--- src/rtl/flash_resp_pkg.sv ---
// Shared types and constants for the flash memory responder: FSM states,
// burst-count width, default parameters and the built-in ROM pattern.
package flash_resp_pkg;

    typedef enum logic [2:0] {
        S_IDLE   = 3'd0,
        S_STALL  = 3'd1,
        S_ACCEPT = 3'd2,
        S_BURST  = 3'd3,
        S_DRAIN  = 3'd4
    } state_t;

    localparam int BURST_W          = 6;
    localparam int DEF_ADDR_W       = 23;
    localparam int DEF_DATA_W       = 32;
    localparam int DEF_DEPTH        = 1024;
    localparam int DEF_WAIT_CYCLES  = 2;
    localparam int DEF_READ_LATENCY = 2;

    localparam logic [31:0] PATTERN_BASE = 32'hA500_0000;

    function automatic logic [31:0] pattern_word(input logic [31:0] idx);
        return PATTERN_BASE | idx;
    endfunction

endpackage

--- src/rtl/flash_word_rom.sv ---
// Synchronous-read ROM returning the built-in pattern word for each index.
// The output register is the first stage of the responder's read pipeline.
module flash_word_rom
    import flash_resp_pkg::*;
#(
    parameter int DEPTH  = DEF_DEPTH,
    parameter int DATA_W = DEF_DATA_W,
    parameter int IDX_W  = $clog2(DEPTH)
) (
    input  logic              clk,
    input  logic              rst_n,
    input  logic              i_en,
    input  logic [IDX_W-1:0]  i_index,
    output logic [DATA_W-1:0] o_q
);

    logic [DATA_W-1:0] w_word;
    logic [DATA_W-1:0] r_q;

    assign w_word = DATA_W'(pattern_word(32'(i_index)));

    // Output register only updates on a fetch so it holds the last word read.
    always_ff @(posedge clk or negedge rst_n) begin
        if (!rst_n) begin
            r_q <= '0;
        end else if (i_en) begin
            r_q <= w_word;
        end
    end

    assign o_q = r_q;

endmodule

--- src/rtl/flash_mem_responder.sv ---
// Avalon-MM read slave standing in for the flash device: stalls each command,
// accepts it for one cycle, then streams a burst after a fixed read latency.
module flash_mem_responder
    import flash_resp_pkg::*;
#(
    parameter int ADDR_W       = DEF_ADDR_W,
    parameter int DATA_W       = DEF_DATA_W,
    parameter int DEPTH        = DEF_DEPTH,
    parameter int WAIT_CYCLES  = DEF_WAIT_CYCLES,
    parameter int READ_LATENCY = DEF_READ_LATENCY
) (
    input  logic               clk,
    input  logic               rst,
    input  logic               flash_mem_read,
    input  logic               flash_mem_write,
    input  logic [ADDR_W-1:0]  flash_mem_address,
    input  logic [BURST_W-1:0] flash_mem_burstcount,
    output logic               flash_mem_waitrequest,
    output logic [DATA_W-1:0]  flash_mem_readdata,
    output logic               flash_mem_readdatavalid,
    output logic               write_seen,
    output logic               busy
);

    localparam int IDX_W = $clog2(DEPTH);
    localparam int DP_N  = (READ_LATENCY > 1) ? READ_LATENCY - 1 : 1;
    localparam logic [READ_LATENCY-1:0] LAST_MASK = READ_LATENCY'(1) << (READ_LATENCY - 1);

    state_t              r_state;
    state_t              w_next_state;
    logic [3:0]          r_cnt;
    logic [3:0]          w_next_cnt;
    logic [ADDR_W-1:0]   r_addr;
    logic [ADDR_W-1:0]   w_next_addr;
    logic [BURST_W-1:0]  r_remain;
    logic [BURST_W-1:0]  w_next_remain;
    logic                w_fetch;
    logic                w_set_write;
    logic                w_cmd;
    logic                w_pipe_last;
    logic [READ_LATENCY-1:0] r_vpipe;
    logic [DATA_W-1:0]   r_dpipe [DP_N];
    logic [DATA_W-1:0]   w_rom_q;
    logic                r_waitreq;
    logic                r_busy;
    logic                r_write_seen;

    assign w_cmd       = flash_mem_read | flash_mem_write;
    // True when at most the final stage still holds a word, i.e. the pipe empties at this edge.
    assign w_pipe_last = ((r_vpipe & ~LAST_MASK) == '0);

    // Next-state, counter and fetch decisions.
    always_comb begin
        w_next_state  = r_state;
        w_next_cnt    = r_cnt;
        w_next_addr   = r_addr;
        w_next_remain = r_remain;
        w_fetch       = 1'b0;
        w_set_write   = 1'b0;
        case (r_state)
            S_IDLE: begin
                if (w_cmd) begin
                    w_next_cnt   = 4'(WAIT_CYCLES);
                    w_next_state = (WAIT_CYCLES == 0) ? S_ACCEPT : S_STALL;
                end else begin
                    w_next_state = S_IDLE;
                end
            end
            S_STALL: begin
                if (!w_cmd) begin
                    w_next_state = S_IDLE;
                end else if (r_cnt == 4'd1) begin
                    w_next_state = S_ACCEPT;
                end else begin
                    w_next_cnt = r_cnt - 4'd1;
                end
            end
            S_ACCEPT: begin
                if (flash_mem_read) begin
                    w_next_state  = S_BURST;
                    w_next_addr   = flash_mem_address;
                    w_next_remain = (flash_mem_burstcount == '0) ? BURST_W'(1) : flash_mem_burstcount;
                end else if (flash_mem_write) begin
                    w_next_state = S_IDLE;
                    w_set_write  = 1'b1;
                end else begin
                    w_next_state = S_IDLE;
                end
            end
            S_BURST: begin
                w_fetch       = 1'b1;
                w_next_addr   = r_addr + ADDR_W'(1);
                w_next_remain = r_remain - BURST_W'(1);
                if (r_remain == BURST_W'(1)) begin
                    w_next_state = S_DRAIN;
                end else begin
                    w_next_state = S_BURST;
                end
            end
            S_DRAIN: begin
                if (w_pipe_last) begin
                    w_next_state = S_IDLE;
                end else begin
                    w_next_state = S_DRAIN;
                end
            end
            default: begin
                w_next_state = S_IDLE;
            end
        endcase
    end

    // FSM state, counters and registered handshake/status outputs.
    always_ff @(posedge clk or negedge rst) begin
        if (!rst) begin
            r_state      <= S_IDLE;
            r_cnt        <= 4'd0;
            r_addr       <= '0;
            r_remain     <= '0;
            r_waitreq    <= 1'b1;
            r_busy       <= 1'b0;
            r_write_seen <= 1'b0;
        end else begin
            r_state      <= w_next_state;
            r_cnt        <= w_next_cnt;
            r_addr       <= w_next_addr;
            r_remain     <= w_next_remain;
            r_waitreq    <= (w_next_state != S_ACCEPT);
            r_busy       <= (w_next_state != S_IDLE);
            r_write_seen <= r_write_seen | w_set_write;
        end
    end

    flash_word_rom #(
        .DEPTH  (DEPTH),
        .DATA_W (DATA_W),
        .IDX_W  (IDX_W)
    ) u_rom (
        .clk     (clk),
        .rst_n   (rst),
        .i_en    (w_fetch),
        .i_index (r_addr[IDX_W-1:0]),
        .o_q     (w_rom_q)
    );

    // Valid tag pipe; bit 0 travels alongside the ROM register.
    always_ff @(posedge clk or negedge rst) begin
        if (!rst) begin
            r_vpipe <= '0;
        end else begin
            r_vpipe[0] <= w_fetch;
            for (int i = 1; i < READ_LATENCY; i++) begin
                r_vpipe[i] <= r_vpipe[i-1];
            end
        end
    end

    // Data stages after the ROM; each holds until a valid word moves into it.
    always_ff @(posedge clk or negedge rst) begin
        if (!rst) begin
            for (int i = 0; i < DP_N; i++) begin
                r_dpipe[i] <= '0;
            end
        end else begin
            if (r_vpipe[0]) begin
                r_dpipe[0] <= w_rom_q;
            end
            for (int i = 1; i < READ_LATENCY - 1; i++) begin
                if (r_vpipe[i]) begin
                    r_dpipe[i] <= r_dpipe[i-1];
                end
            end
        end
    end

    generate
        if (READ_LATENCY == 1) begin : g_out_rom
            assign flash_mem_readdata = w_rom_q;
        end else begin : g_out_pipe
            assign flash_mem_readdata = r_dpipe[READ_LATENCY-2];
        end
    endgenerate

    assign flash_mem_readdatavalid = r_vpipe[READ_LATENCY-1];
    assign flash_mem_waitrequest   = r_waitreq;
    assign busy                    = r_busy;
    assign write_seen              = r_write_seen;

endmodule

--- config.mk ---
export PLATFORM = sky130hd
export DESIGN_NAME = flash_mem_responder
export DESIGN_NICKNAME = d
export VERILOG_FILES = /design/src/rtl/flash_resp_pkg.sv /design/src/rtl/flash_word_rom.sv /design/src/rtl/flash_mem_responder.sv
export SDC_FILE = /design/constraint.sdc
export NUM_CORES = 1
export LEC_CHECK = 0
export CORE_ASPECT_RATIO = 1.1
export CORE_UTILIZATION = 30
export CTS_CLUSTER_DIAMETER = 80
export DETAILED_ROUTE_END_ITERATION = 16
export DONT_BUFFER_PORTS = 1
export PLACE_DENSITY = 0.53
export SYNTH_ARGS = -nofsm -noshare
export SYNTH_HDL_FRONTEND = slang
export SYNTH_SLANG_ARGS = --single-unit
--- constraint.sdc ---
create_clock -name clk -period 2.95 [get_ports clk]
set_input_delay 0.59 -clock clk [delete_from_list [all_inputs] [get_ports clk]]
set_output_delay 0.59 -clock clk [all_outputs]
set_load 0.01 [all_outputs]
After elaboration in Yosys (flattened, before gate mapping)
Cells that the tools add are included.
- bitwise logic cells: 2
- $add $sub $neg: 3
- reduce and logical (&&, ||, !) cells: 8
- multiplexer cells: 20
- equal/unequal tests: 11
- operators with widths (cell ; count):
    23-bit case mux with 2 select lines ; 1
    23-bit by 1-bit adder with 23-bit output (second input constant) ; 1
    23-bit two-way mux ; 1
    3-bit case mux with 5 select lines ; 1
    3-bit two-way mux ; 4
    4-bit two-way mux ; 3
    6-bit two-way mux ; 2
    6-bit case mux with 2 select lines ; 1
    2-bit inequality test (second input constant) ; 4
    4-bit case mux with 2 select lines ; 1
    3-bit by 2-bit == test with 1-bit output (second input constant) ; 2
    6-bit by 1-bit == test with 1-bit output (second input constant) ; 1
    6-bit logical NOT ; 1
    6-bit by 1-bit subtractor with 6-bit output (second input constant) ; 1
    1-bit two-way mux ; 5
    4-bit by 1-bit == test with 1-bit output (second input constant) ; 1
    4-bit AND reduction ; 1
    2-bit nonzero test ; 2
    4-bit by 1-bit subtractor with 4-bit output (second input constant) ; 1
    3-bit by 1-bit == test with 1-bit output (second input constant) ; 1
    3-bit == test (second input constant) ; 1
    3-bit logical NOT ; 1
    3-bit by 2-bit inequality test with 1-bit output (second input constant) ; 1
    3-bit nonzero test ; 1
    4 further kinds ; 5
- register bits: 63
- input port bits: 33
- word-level logic and storage cells: 54
- output and inout port bits: 36

Logic depth before layout (Yosys ltp)
- word-level depth: 5
- gate-level depth with buffers: 7
- depth with buffers taken out: 6

By module
From an unflattened synthesis, not the netlist that was laid out.
- cell total of the unflattened synthesis: 268
- area total of the unflattened synthesis: 3289.4 µm²
- by module, submodules not included (module ; sequential area each (µm²) ; times used ; area each (µm²) ; cells each):
    flash_mem_responder ; 1502.7 ; 1 ; 2688.8 ; 223
    flash_word_rom ; 275.3 ; 1 ; 600.6 ; 45

Least setup slack after synthesis
Ideal clock, no wire load.
- path kind: in2reg
- from: input flash_mem_read
- to: register r_addr[5]
- arrival time: 1442 ps
- data required time: 2819 ps
- buffers on the path: 3
- path slack: 1377 ps
- stages on the path: 6
- library setup time: 131 ps
- cell sequence: buf_2 and4bb_1 buf_6 buf_6 a211oi_1 a31oi_1
- word-level cells in the longest chain between the ends: 2
- ends and longest elaborated chain (what ; RTL line ; RTL):
    from (decl) ; flash_mem_responder.sv:14 ; input logic flash_mem_read,
    2-bit inequality test (no source line) ; -- ;
    2-bit AND reduction (no source line) ; -- ;
    to (signal assigned) ; flash_mem_responder.sv:126 ; r_addr <= w_next_addr;
    to (decl) ; flash_mem_responder.sv:33 ; logic [ADDR_W-1:0] r_addr;
No other way between the ends.
A chain may end at the register's enable or synchronous reset.

Worst setup path in the final report
- from: register r_state[0]
- to: register r_addr[8]
- word-level cells in the longest chain between the ends: 3
- elaborated cells on any way between the ends: 6
- those cells by class: eq/ne (3); mux (1); reduce/logical (2)
- ends and longest elaborated chain (what ; RTL line ; RTL):
    from (decl) ; flash_mem_responder.sv:29 ; state_t r_state;
    from (signal assigned) ; flash_mem_responder.sv:124 ; r_state <= w_next_state;
    3-bit by 2-bit == test with 1-bit output ; flash_mem_responder.sv:60 ; case (r_state)
    2-bit inequality test (no source line) / 2-bit nonzero test (equally long branches) ; -- ;
    2-bit AND reduction (no source line) ; -- ;
Several ways; a longest one is shown, not always the timed one.

==> run summary <==
Status: complete, no violations
Slew @ Worst Pin: 642 ps
F_max: 479 MHz
Largest net degree at the start of global routing: 50
CTS-repair resized insts: 0
Final Hold Fails: 0
DRT iter0 DRCs: 73
Hpwl dp: 3.39 mm
Fin cells: 356
Reg power frac: 49.8%
Floorplan Core Area: 8040 um2
Chip width: 89.3 um
Final Cycle Share: 70.8%
Hold Slack: 118 ps
Share of cells above drive strength 1: 11.7%
Final setup fails: 0
Grt ovf: 0
Via/cell ratio: 4.81
Unrepaired setup endpoints after global routing: false
Max-slew violations: 0
Final Wtd Congestion: 0.781
Deepest clock path buffer count: 2
CTS Buf Count: 5
Distinct cells, synth: 49
Critical Path End Type: flop
Final worst path period need: 2090 ps
Setup TNS Final: 0 ps
Sw Ratio: 38.2%
Comb pwr share: 32.0%
Chip Height: 98.1 um
CTS root buffer: clkbuf_8
Reg clk slew, reported paths: 90 ps
Tot GR Track Use: 12.5%
PortBufs: 0
Initial antenna violation count: 0
CTS tree: yes
# nets final: 285
Peak supply drop: 0.000291 V
Sequential area share after synthesis: 49.8%
Worst Setup Slack, final: 863 ps
P_leak: 1.17 nW
Clock share of power: 18.2%
WL final: 5.15 mm
Final Skew: 6.44 ps
Syn Area/Cell: 9.95 um2
Finished Cell Area: 2640 um2
Placed Instances: 347
WL per Instance: 14.5 um
Postcts setup bufs: 0
Cell Area, Placed: 2500 um2
Worst R2R Setup Slack: 860 ps
Antenna cells: 0
Async SR Flop Fraction: 100%
Class of the worst hold path: in -> async
Hold Buf Count CTS: 1
Clk sinks: 50
Main synth FF type: dfrtp_1
Post-synth top area cell: dfrtp_1
DRC Markers: 0
Syn. warnings: 0
Initial Utilization: 31.3%
Yosys reg bits: 50
Synthesized instance count: 253
Area Overhead vs Synth: 4.77%
H-tree lvl count: 2
Post-synth EDFFs: 0
Post-synth top area share: 48.7%
P per Cell Area: 999 nW/um2
CP Class: reg -> reg
Top post-synthesis cells by area: dfrtp_1 (49%), nand2_1 (6.4%), buf_4 (6.3%), mux2_2 (5.8%), nor2_1 (2.7%)
Worst EP arrival: 2270 ps
Max Cap Viol: 0
Num ports: 69
Die ar.: 8760 um2
Psw: 1.01 mW
TritonRoute pass-1 iters: 4
Vias in the first global route: 1680
Internal power: 1.63 mW
Relative slew slack: 57.2%
Req. time, crit path: 3130 ps
CP Max Fanout: 16
First-pass GRT wire length: 8.31 mm
Via count: 1711
ANT nets after route: 0
Post-Syn Area: 2520 um2
CP startpoint kind: flop
Std-Cell Rows: 34
Clock latency on the worst-skew pair: 300 ps
Pre-CTS setup slack: 859 ps
[worst max-delay path, stage by stage, from the launching register on]
cell and delay (ps):
dfrtp_1 580, nand4bb_1 690, nand2_1 330, nand2_1 70
a221o_1 300
[worst paths after layout]
path / start / depth (start not counted) / end
min in group clk: flash_mem_address[1] / 2 / r_addr[1]
worst max-delay path: r_state[0] / 4 / r_addr[8]
worst max register to register: r_state[0] / 4 / r_addr[8]
worst min register to register: u_rom.o_q[24] / 1 / u_rom.o_q[24]
max in group asynchronous: rst / 1 / r_addr[8]
worst min-delay path: rst / 1 / flash_mem_readdata[24]
[through the flow]
| step | total power, mW | util (%) |
|---|---|---|
| final | 2.64 | 32.8 |
| after global routing | 2.87 | 32.8 |
| after CTS | 2.68 | 32.8 |
| after detailed placement | 2.17 | 31.1 |
| after global placement | 2.13 | 31.1 |
| after floorplan | 2.01 | - |
[power groups by stage]
| stage | sequential (mW) | combinational [mW] | clock [mW] |
|---|---|---|---|
| floorplan | 1.20 | 0.811 | 0 |
| global placement | 1.32 | 0.816 | 0 |
| detailed placement | 1.33 | 0.835 | 0 |
| CTS | 1.31 | 0.859 | 0.504 |
| global route | 1.37 | 0.975 | 0.522 |
| finish | 1.31 | 0.844 | 0.480 |
[cells in the mapped netlist, drive strengths merged, types with 2 or more instances]
cell    number
dfrtp       49
nand2       43
buf         31
nor2        18
mux2        13
inv         10
a21oi        8
nand3        8
o21ai        8
nor3         7
a211oi       6
ha           5
a31oi        4
o22ai        4
mux2i        3
nor3b        3
o211ai       3
and3         2
nand2b       2
nand3b       2
nand4        2
nor2b        2
[area by class of cell]
cell class / count / area (um2)
fill: 810 / 5400
inverter: 10 / 37.5
clock buffer: 6 / 72.6
clock inverter: 2 / 37.5
tap: 108 / 135
sequential: 50 / 1250
timing repair buffer: 2 / 35.0
multi-input combinational: 178 / 1070
[cells in the final DEF, fill, tap and decap left out, types with 5 or more instances in the layout]
cell | Yosys | layout
dfrtp_1 | 49 | 49
nand2_1 | 43 | 43
nor2_1 | 18 | 18
conb_1 | 1 | 18
mux2_2 | 13 | 13
inv_1 | 9 | 9
a21oi_1 | 8 | 8
nand3_1 | 8 | 8
nor3_1 | 7 | 7
o21ai_0 | 7 | 7
a211oi_1 | 5 | 5
ha_1 | 5 | 5
clkbuf_8 | 0 | 5
[kinds of logic (layout without fill, tap and decap cells)]
kind of cell / count (synthesis) / after routing / share of synthesized area, %
simple gates: 93 / 93 / 17.7
fa+ha+maj: 5 / 5 / 2.49
mux: 16 / 16 / 7.01
xor+xnor: 1 / 1 / 0.348
other cells: 1 / 18 / 0.149
flops: 50 / 50 / 49.8
compound gates: 45 / 45 / 12.1
buf+inv: 42 / 20 / 10.4
[flip-flops by register name, summed over array words and instances (netlist names)]
signal                 count
flash_mem_readdata        11
u_rom.o_q                 11
flash_mem_waitrequest      1
r_cnt                      4
busy                       1
r_vpipe                    2
r_addr                    10
r_remain                   6
write_seen                 1
r_state                    3
[layer usage]
layer,track usage [%],up-vias,part of all wire [%]
met2,21.4,38,50
met1,14.5,842,42
met3,3.89,6,6.1
met5,0,-,0
met4,4.03,0,1.4
li1,-,825,-
(Power assumes the default switching activity.)
